$ cat config.mk
export PLATFORM = sky130hd
export DESIGN_NAME = fpu_op_sequencer
export DESIGN_NICKNAME = d
export VERILOG_FILES = /design/src/rtl/fpu_op_sequencer.sv
export SDC_FILE = /design/constraint.sdc
export NUM_CORES = 1
export LEC_CHECK = 0
export BUFFER_PORTS_ARGS = -buffer_cell sky130_fd_sc_hd__buf_2
export CAP_MARGIN = 20
export CORE_UTILIZATION = 48
export CTS_BUF_LIST = sky130_fd_sc_hd__clkbuf_4
export DETAILED_ROUTE_END_ITERATION = 10
export PLACE_DENSITY_LB_ADDON = 0.25
export SYNTH_ARGS = -nofsm -noshare
export SYNTH_HDL_FRONTEND = slang
export SYNTH_SLANG_ARGS = --single-unit
$ cat constraint.sdc
create_clock -name clk -period 2 [get_ports clk]
set_input_delay 0.3 -clock clk [delete_from_list [all_inputs] [get_ports clk]]
set_output_delay 0.3 -clock clk [all_outputs]
set_load 0.005 [all_outputs]
$ cat src/rtl/fpu_op_sequencer.sv
// Issues one FP op at a time to the multi-cycle FPU core and retires its result through the
// FP register-file write port, which it shares with (and yields to) direct CPU writes.
module fpu_op_sequencer #(
   parameter int DATA_W  = 32,
   parameter int ADD_LAT = 3,
   parameter int MUL_LAT = 4,
   parameter int DIV_LAT = 16
) (
   input  logic              clk,
   input  logic              reset_n,
   input  logic              issue_valid,
   output logic              issue_ready,
   input  logic [2:0]        issue_op,
   input  logic [DATA_W-1:0] issue_a,
   input  logic [DATA_W-1:0] issue_b,
   input  logic [4:0]        issue_fd,
   input  logic              flush,
   output logic              fpu_start,
   output logic [1:0]        fpu_op,
   output logic [DATA_W-1:0] fpu_a,
   output logic [DATA_W-1:0] fpu_b,
   input  logic [DATA_W-1:0] fpu_result,
   input  logic              cpu_fp_we,
   input  logic [4:0]        cpu_fp_waddr,
   output logic              fp_we,
   output logic [4:0]        fp_waddr,
   output logic [DATA_W-1:0] fp_wdata,
   output logic              pend_valid,
   output logic [4:0]        pend_fd,
   output logic              illegal_op,
   output logic [15:0]       op_count
);

   localparam int MAX_LAT = (DIV_LAT > MUL_LAT) ? ((DIV_LAT > ADD_LAT) ? DIV_LAT : ADD_LAT)
                                                : ((MUL_LAT > ADD_LAT) ? MUL_LAT : ADD_LAT);
   localparam int CNT_W = $clog2(MAX_LAT + 1);

   typedef enum logic [1:0] {IDLE, EXEC, WB} state_t;

   state_t              state, next_state;
   logic [CNT_W-1:0]    cnt;
   logic [CNT_W-1:0]    lat_sel;
   logic [4:0]          fd_q;
   logic [DATA_W-1:0]   result_q;
   logic                kill;
   logic                accept;
   logic                legal;
   logic                busy;

   assign issue_ready = (state == IDLE);
   assign accept      = issue_valid & issue_ready;
   assign legal       = ~issue_op[2];
   assign busy        = (state == EXEC) || (state == WB);
   assign pend_valid  = busy & ~kill;
   assign pend_fd     = fd_q;
   assign fp_waddr    = fd_q;
   assign fp_wdata    = result_q;

   // Latency of the op being accepted; add and sub share the adder path.
   always_comb begin
      lat_sel = CNT_W'(ADD_LAT);
      case (issue_op[1:0])
         2'b10:   lat_sel = CNT_W'(MUL_LAT);
         2'b11:   lat_sel = CNT_W'(DIV_LAT);
         default: lat_sel = CNT_W'(ADD_LAT);
      endcase
   end

   // Next state and the write strobe; the CPU always wins the regfile port, so WB just waits.
   always_comb begin
      next_state = state;
      fp_we      = 1'b0;
      case (state)
         IDLE: if (accept && legal) next_state = EXEC;
         EXEC: begin
            if (flush)            next_state = IDLE;
            else if (cnt == '0)   next_state = WB;
         end
         WB: begin
            if (flush || kill)    next_state = IDLE;
            else if (!cpu_fp_we) begin
               fp_we      = 1'b1;
               next_state = IDLE;
            end
         end
         default: next_state = IDLE;
      endcase
   end

   always_ff @(posedge clk or negedge reset_n) begin
      if (!reset_n) state <= IDLE;
      else          state <= next_state;
   end

   // Operand latches, latency counter and result capture; cnt reaches zero in the capture cycle.
   always_ff @(posedge clk or negedge reset_n) begin
      if (!reset_n) begin
         fpu_start  <= 1'b0;
         illegal_op <= 1'b0;
         fpu_op     <= '0;
         fpu_a      <= '0;
         fpu_b      <= '0;
         fd_q       <= '0;
         cnt        <= '0;
         result_q   <= '0;
      end else begin
         fpu_start  <= accept & legal;
         illegal_op <= accept & ~legal;
         if (accept && legal) begin
            fpu_op <= issue_op[1:0];
            fpu_a  <= issue_a;
            fpu_b  <= issue_b;
            fd_q   <= issue_fd;
            cnt    <= lat_sel;
         end else if (state == EXEC && cnt != '0) begin
            cnt <= cnt - 1'b1;
         end
         if (state == EXEC && cnt == '0 && !flush)
            result_q <= fpu_result;
      end
   end

   // A later CPU write to our destination makes our result stale (WAW), so the op is killed.
   always_ff @(posedge clk or negedge reset_n) begin
      if (!reset_n) begin
         kill     <= 1'b0;
         op_count <= '0;
      end else begin
         if (accept && legal)
            kill <= 1'b0;
         else if (busy && next_state == IDLE)
            kill <= 1'b0;
         else if (busy && cpu_fp_we && cpu_fp_waddr == fd_q)
            kill <= 1'b1;
         if (fp_we)
            op_count <= op_count + 16'd1;
      end
   end

endmodule
==> reports/results.env <==
CLOCK_SINK_COUNT=129
POSTSYNTH.ASYNCRESETSHARE_PCT=100
WHS_PATH_DEPTH=3
CRITICAL_PATH_ARRIVAL_NS=1.77
POSTLAYOUTCOREUTIL_PCT=78.7
GRT_FIRST_PASS_WIRELENGTH_UM=24600
MAX_CAP_VIOLS=0
DP.FINAL_HPWL_UM=9390
YOSYSWARNINGCOUNT=0
FINAL_NETS=977
DIE_HEIGHT_UM=107
STARTPOINT_TYPE='flip-flop'
SETUP_VIOL=1
NUMBER_OF_GLOBAL_ROUTE_VIAS_BEFORE_REPAIR=5170
GRT_SETUP_UNREPAIRED='yes'
ROUTE.DETAILED.VIAS_PER_INST=4.93
FINAL.MIN_CLOCK_PERIOD_NS=2.07
SYNTH-SEQ-CELLS=129
FAILING_CHECKS='negative setup slack'
FINALWEIGHTEDCONGESTION=0.821
SYNTH.DISTINCT_CELLS=38
HOLD_VIOLATIONS=0
DIE-AREA_UM2=11400
DRT_ITER0_DRC=296
SYNTH_AREA_UM2=5270
MIN-DELAY-PATH-CLASS='in -> reg'
DIE_W_UM=107
GRT_OVERFLOW=0
WIRELENGTH_ROUTED_UM=15800
DESIGN.CORE.AREA_UM2=10500
REPORT.FINAL.SLEW_VIOL_COUNT=0
FINAL.SETUP_SKEW_NS=0.0147
ROUTED_WIRE_LENGTH_PER_INSTANCE_UM=15.7
CRITICAL_PATH_PEAK_FANOUT=2
YS_SEQ_AREA_SHARE_PCT=61.3
R2R_CELLS=8
MULTI_INPUT_COMB_AREA_UM2=1940
MAXSLEWHEADROOM_PCT=66.3
POWER.TOTAL_uW=9820
VIAS=4963
LAYOUT_WORST_PATH_CYCLE_SHARE_PCT=104
GRT_START_MAX_NET_PINS=60
WORST_IR_DROP_VDD_V=0.000676
TRITONCTS_CLOCK_TREE='built'
ACHIEVABLE-FREQUENCY_GHz=0.483
INSERTION_DELAY_NS=0.51
PORTBUFFERS=242
SYN-INSTANCE-COUNT=502
R2R-START='state[0]'
ANTENNA_VIOLATIONS_BEFORE_REPAIR=1
SYNTH_EDF_COUNT=0
FINAL_LAYOUT_SIZE_SUFFIX_GT1_SHARE_PCT=39.1
WORST_SETUP_PATH_STARTPOINT='state[0]'
ENDPOINT_KIND='output port'
DRC=0
CTS-HTREE-LEVELS=4
WORST_R2R_ENDPOINT='op_count[10]'
AVERAGE_INSTANCE_AREA_AFTER_SYNTHESIS_UM2=10.5
INITIAL_UTILIZATION_PCT=50.3
CELLPOWERDENSITY_nW_PER_UM2=1190
CLOCK_PATH_BUFFERS=2
WORST_PIN_SLEW_NS=0.506
LAYOUT.FILLER_CELLS=640
CP-ENDPOINT='fp_we'
CTS_BUFFERS=17
CRITICAL_PATH_REQUIRED_NS=1.70
TRACK_USAGE_PCT=28.2
SETUP-TNS-FINAL_NS=-0.0715
R2R_SETUP_SLACK_NS=0.05
SYNTH_NETS=623
POSTSYNTH.TOPFLOPCELL='sky130_fd_sc_hd__dfrtp_1'
STATUS='finished with violations'
I_O_PIN_CNT=243
PLACEMENT_ROWS=37
CRIT_TYPE='reg -> out'
SYN2LAYOUT_AREA_GROWTH_PCT=56.4
FF_LATCH_AREA_UM2=3230
POSTLAYOUTSETUPSLACKWORST_NS=-0.0715
TOTAL_LEAKAGE_POWER_uW=0.00462
CLOCK-ROOT-BUFFER='sky130_fd_sc_hd__clkbuf_4'
DETAILEDROUTE.FIRSTPASSITERATIONCOUNT=4
ANT_NETS=0
CLKSLEWWORSTSETUPHOLDPATHS_NS=0.11
-- worst min-delay path by stage --
stage	startpoint	endpoint	slack (ns)
2_1_floorplan	reset_n	cnt[0]	0.004
3_3_place_gp	reset_n	op_count[7]	0.29
3_5_place_dp	reset_n	op_count[8]	0.30
4_1_cts	issue_op[2]	illegal_op	0.01
5_1_grt	issue_valid	illegal_op	0.04
6_report	issue_op[0]	fpu_op[0]	0.09
-- cells in the final DEF, fill, tap and decap left out, types with 2 or more instances in the layout --
| cell | instances |
|---|---|
| sky130_fd_sc_hd__a21oi_1 | 6 |
| sky130_fd_sc_hd__a311oi_1 | 2 |
| sky130_fd_sc_hd__and3_1 | 3 |
| sky130_fd_sc_hd__buf_12 | 5 |
| sky130_fd_sc_hd__buf_2 | 239 |
| sky130_fd_sc_hd__buf_4 | 11 |
| sky130_fd_sc_hd__buf_6 | 2 |
| sky130_fd_sc_hd__bufinv_16 | 8 |
| sky130_fd_sc_hd__clkbuf_4 | 18 |
| sky130_fd_sc_hd__clkinv_2 | 2 |
| sky130_fd_sc_hd__clkinv_4 | 3 |
| sky130_fd_sc_hd__dfrtp_1 | 128 |
| sky130_fd_sc_hd__dlygate4sd3_1 | 103 |
| sky130_fd_sc_hd__ha_1 | 5 |
| sky130_fd_sc_hd__ha_4 | 2 |
| sky130_fd_sc_hd__inv_1 | 8 |
| sky130_fd_sc_hd__inv_2 | 2 |
| sky130_fd_sc_hd__mux2_2 | 32 |
| sky130_fd_sc_hd__nand2_1 | 221 |
| sky130_fd_sc_hd__nand2b_1 | 2 |
| sky130_fd_sc_hd__nand3_1 | 8 |
| sky130_fd_sc_hd__nand4_1 | 4 |
| sky130_fd_sc_hd__nor2_1 | 4 |
| sky130_fd_sc_hd__nor3_1 | 2 |
| sky130_fd_sc_hd__nor3_2 | 2 |
| sky130_fd_sc_hd__nor4_4 | 2 |
| sky130_fd_sc_hd__or4b_4 | 2 |
| sky130_fd_sc_hd__xnor2_1 | 12 |
| sky130_fd_sc_hd__xor2_1 | 11 |
-- synthesized netlist by cell type, types with 5 or more instances --
cell	number	area, µm²
sky130_fd_sc_hd__nand2_1	221	830
sky130_fd_sc_hd__dfrtp_1	129	3230
sky130_fd_sc_hd__mux2_2	32	360
sky130_fd_sc_hd__clkbuf_1	13	48.8
sky130_fd_sc_hd__xnor2_1	12	105
sky130_fd_sc_hd__xor2_1	11	96.3
sky130_fd_sc_hd__inv_1	10	37.5
sky130_fd_sc_hd__nand3_1	8	40.0
sky130_fd_sc_hd__a21oi_1	7	35.0
sky130_fd_sc_hd__ha_1	7	87.6
sky130_fd_sc_hd__buf_4	5	37.5
-- stage by stage --
stage                     cells  area, µm²  setup WS [ns]  hold slack (ns)
after global routing       1006       8240         -0.165           0.0372
after global placement      865       6670         0.0914            0.286
final                      1006       8240        -0.0715           0.0856
after CTS                  1004       8180         -0.121           0.0135
after floorplan             502       5270          0.134          0.00441
after detailed placement    865       6670       -0.00988            0.296
-- layout make-up --
type / count / share of cell area, %
diodes: 1 / 0.0304
clock buffers: 18 / 1.64
clock inverters: 14 / 3.45
inverters: 11 / 0.562
multi-input cells: 337 / 23.5
flip-flops and latches: 129 / 39.2
well taps: 136 / 2.07
repair buffers: 360 / 29.5
-- worst max-delay path, cell delays in order (launching register included) --
cell,delay [ns]
sky130_fd_sc_hd__dfrtp_1,0.42
sky130_fd_sc_hd__inv_2,0.09
sky130_fd_sc_hd__ha_4,0.12
sky130_fd_sc_hd__or4b_4,0.49
sky130_fd_sc_hd__clkinv_4,0.07
sky130_fd_sc_hd__buf_6,0.08
-- state kept, by name (all words and copies together), names as in the netlist --
| register | count |
|---|---|
| illegal_op | 1 |
| state | 2 |
| cnt | 5 |
| fp_waddr | 5 |
| op_count | 16 |
| fp_wdata | 32 |
| fpu_start | 1 |
| kill | 1 |
| fpu_op | 2 |
| fpu_b | 32 |
| fpu_a | 32 |
-- repair_timing --
item,in CTS,in global routing
pin swaps,2,2
endpoints found under the hold margin,135,0
hold buffers,103,0
buffers inserted,4,2
gates cloned,0,0
resized for setup,5,10
setup endpoints to repair,3,8
-- layer usage --
metal / wire length, µm / vias up / GRT usage (%) / part of all wire [%]
met2: 8060 / 236 / 47.2 / 51
met1: 6030 / 2370 / 32.7 / 38
met5: 0 / - / 0 / 0
met4: 452 / 0 / 13.9 / 2.9
met3: 1210 / 44 / 9.00 / 7.7
li1: - / 2313 / - / -
-- power breakdown --
group | leakage (µW) | total [µW] | switching [µW] | internal [µW]
clock | 0.000217 | 2490 | 978 | 1510
sequential | 0.00165 | 4190 | 613 | 3570
combinational | 0.00274 | 3140 | 1530 | 1610
total | 0.00462 | 9820 | 3120 | 6700
-- kinds of logic (layout without fill, tap and decap cells) --
logic type	count (synthesis)	in the layout	synth area share (%)
AOI/OAI and AO/OA	16	16	2.02
buffers and inverters	36	403	3.09
other	0	1	0
DFF	129	129	61.3
and+or+nand+nor	258	258	21.1
muxes	33	33	7.03
xor gates and xnor gates	23	23	3.83
adders and majority gates	7	7	1.66
No activity file was read; power rests on OpenSTA's default activity.
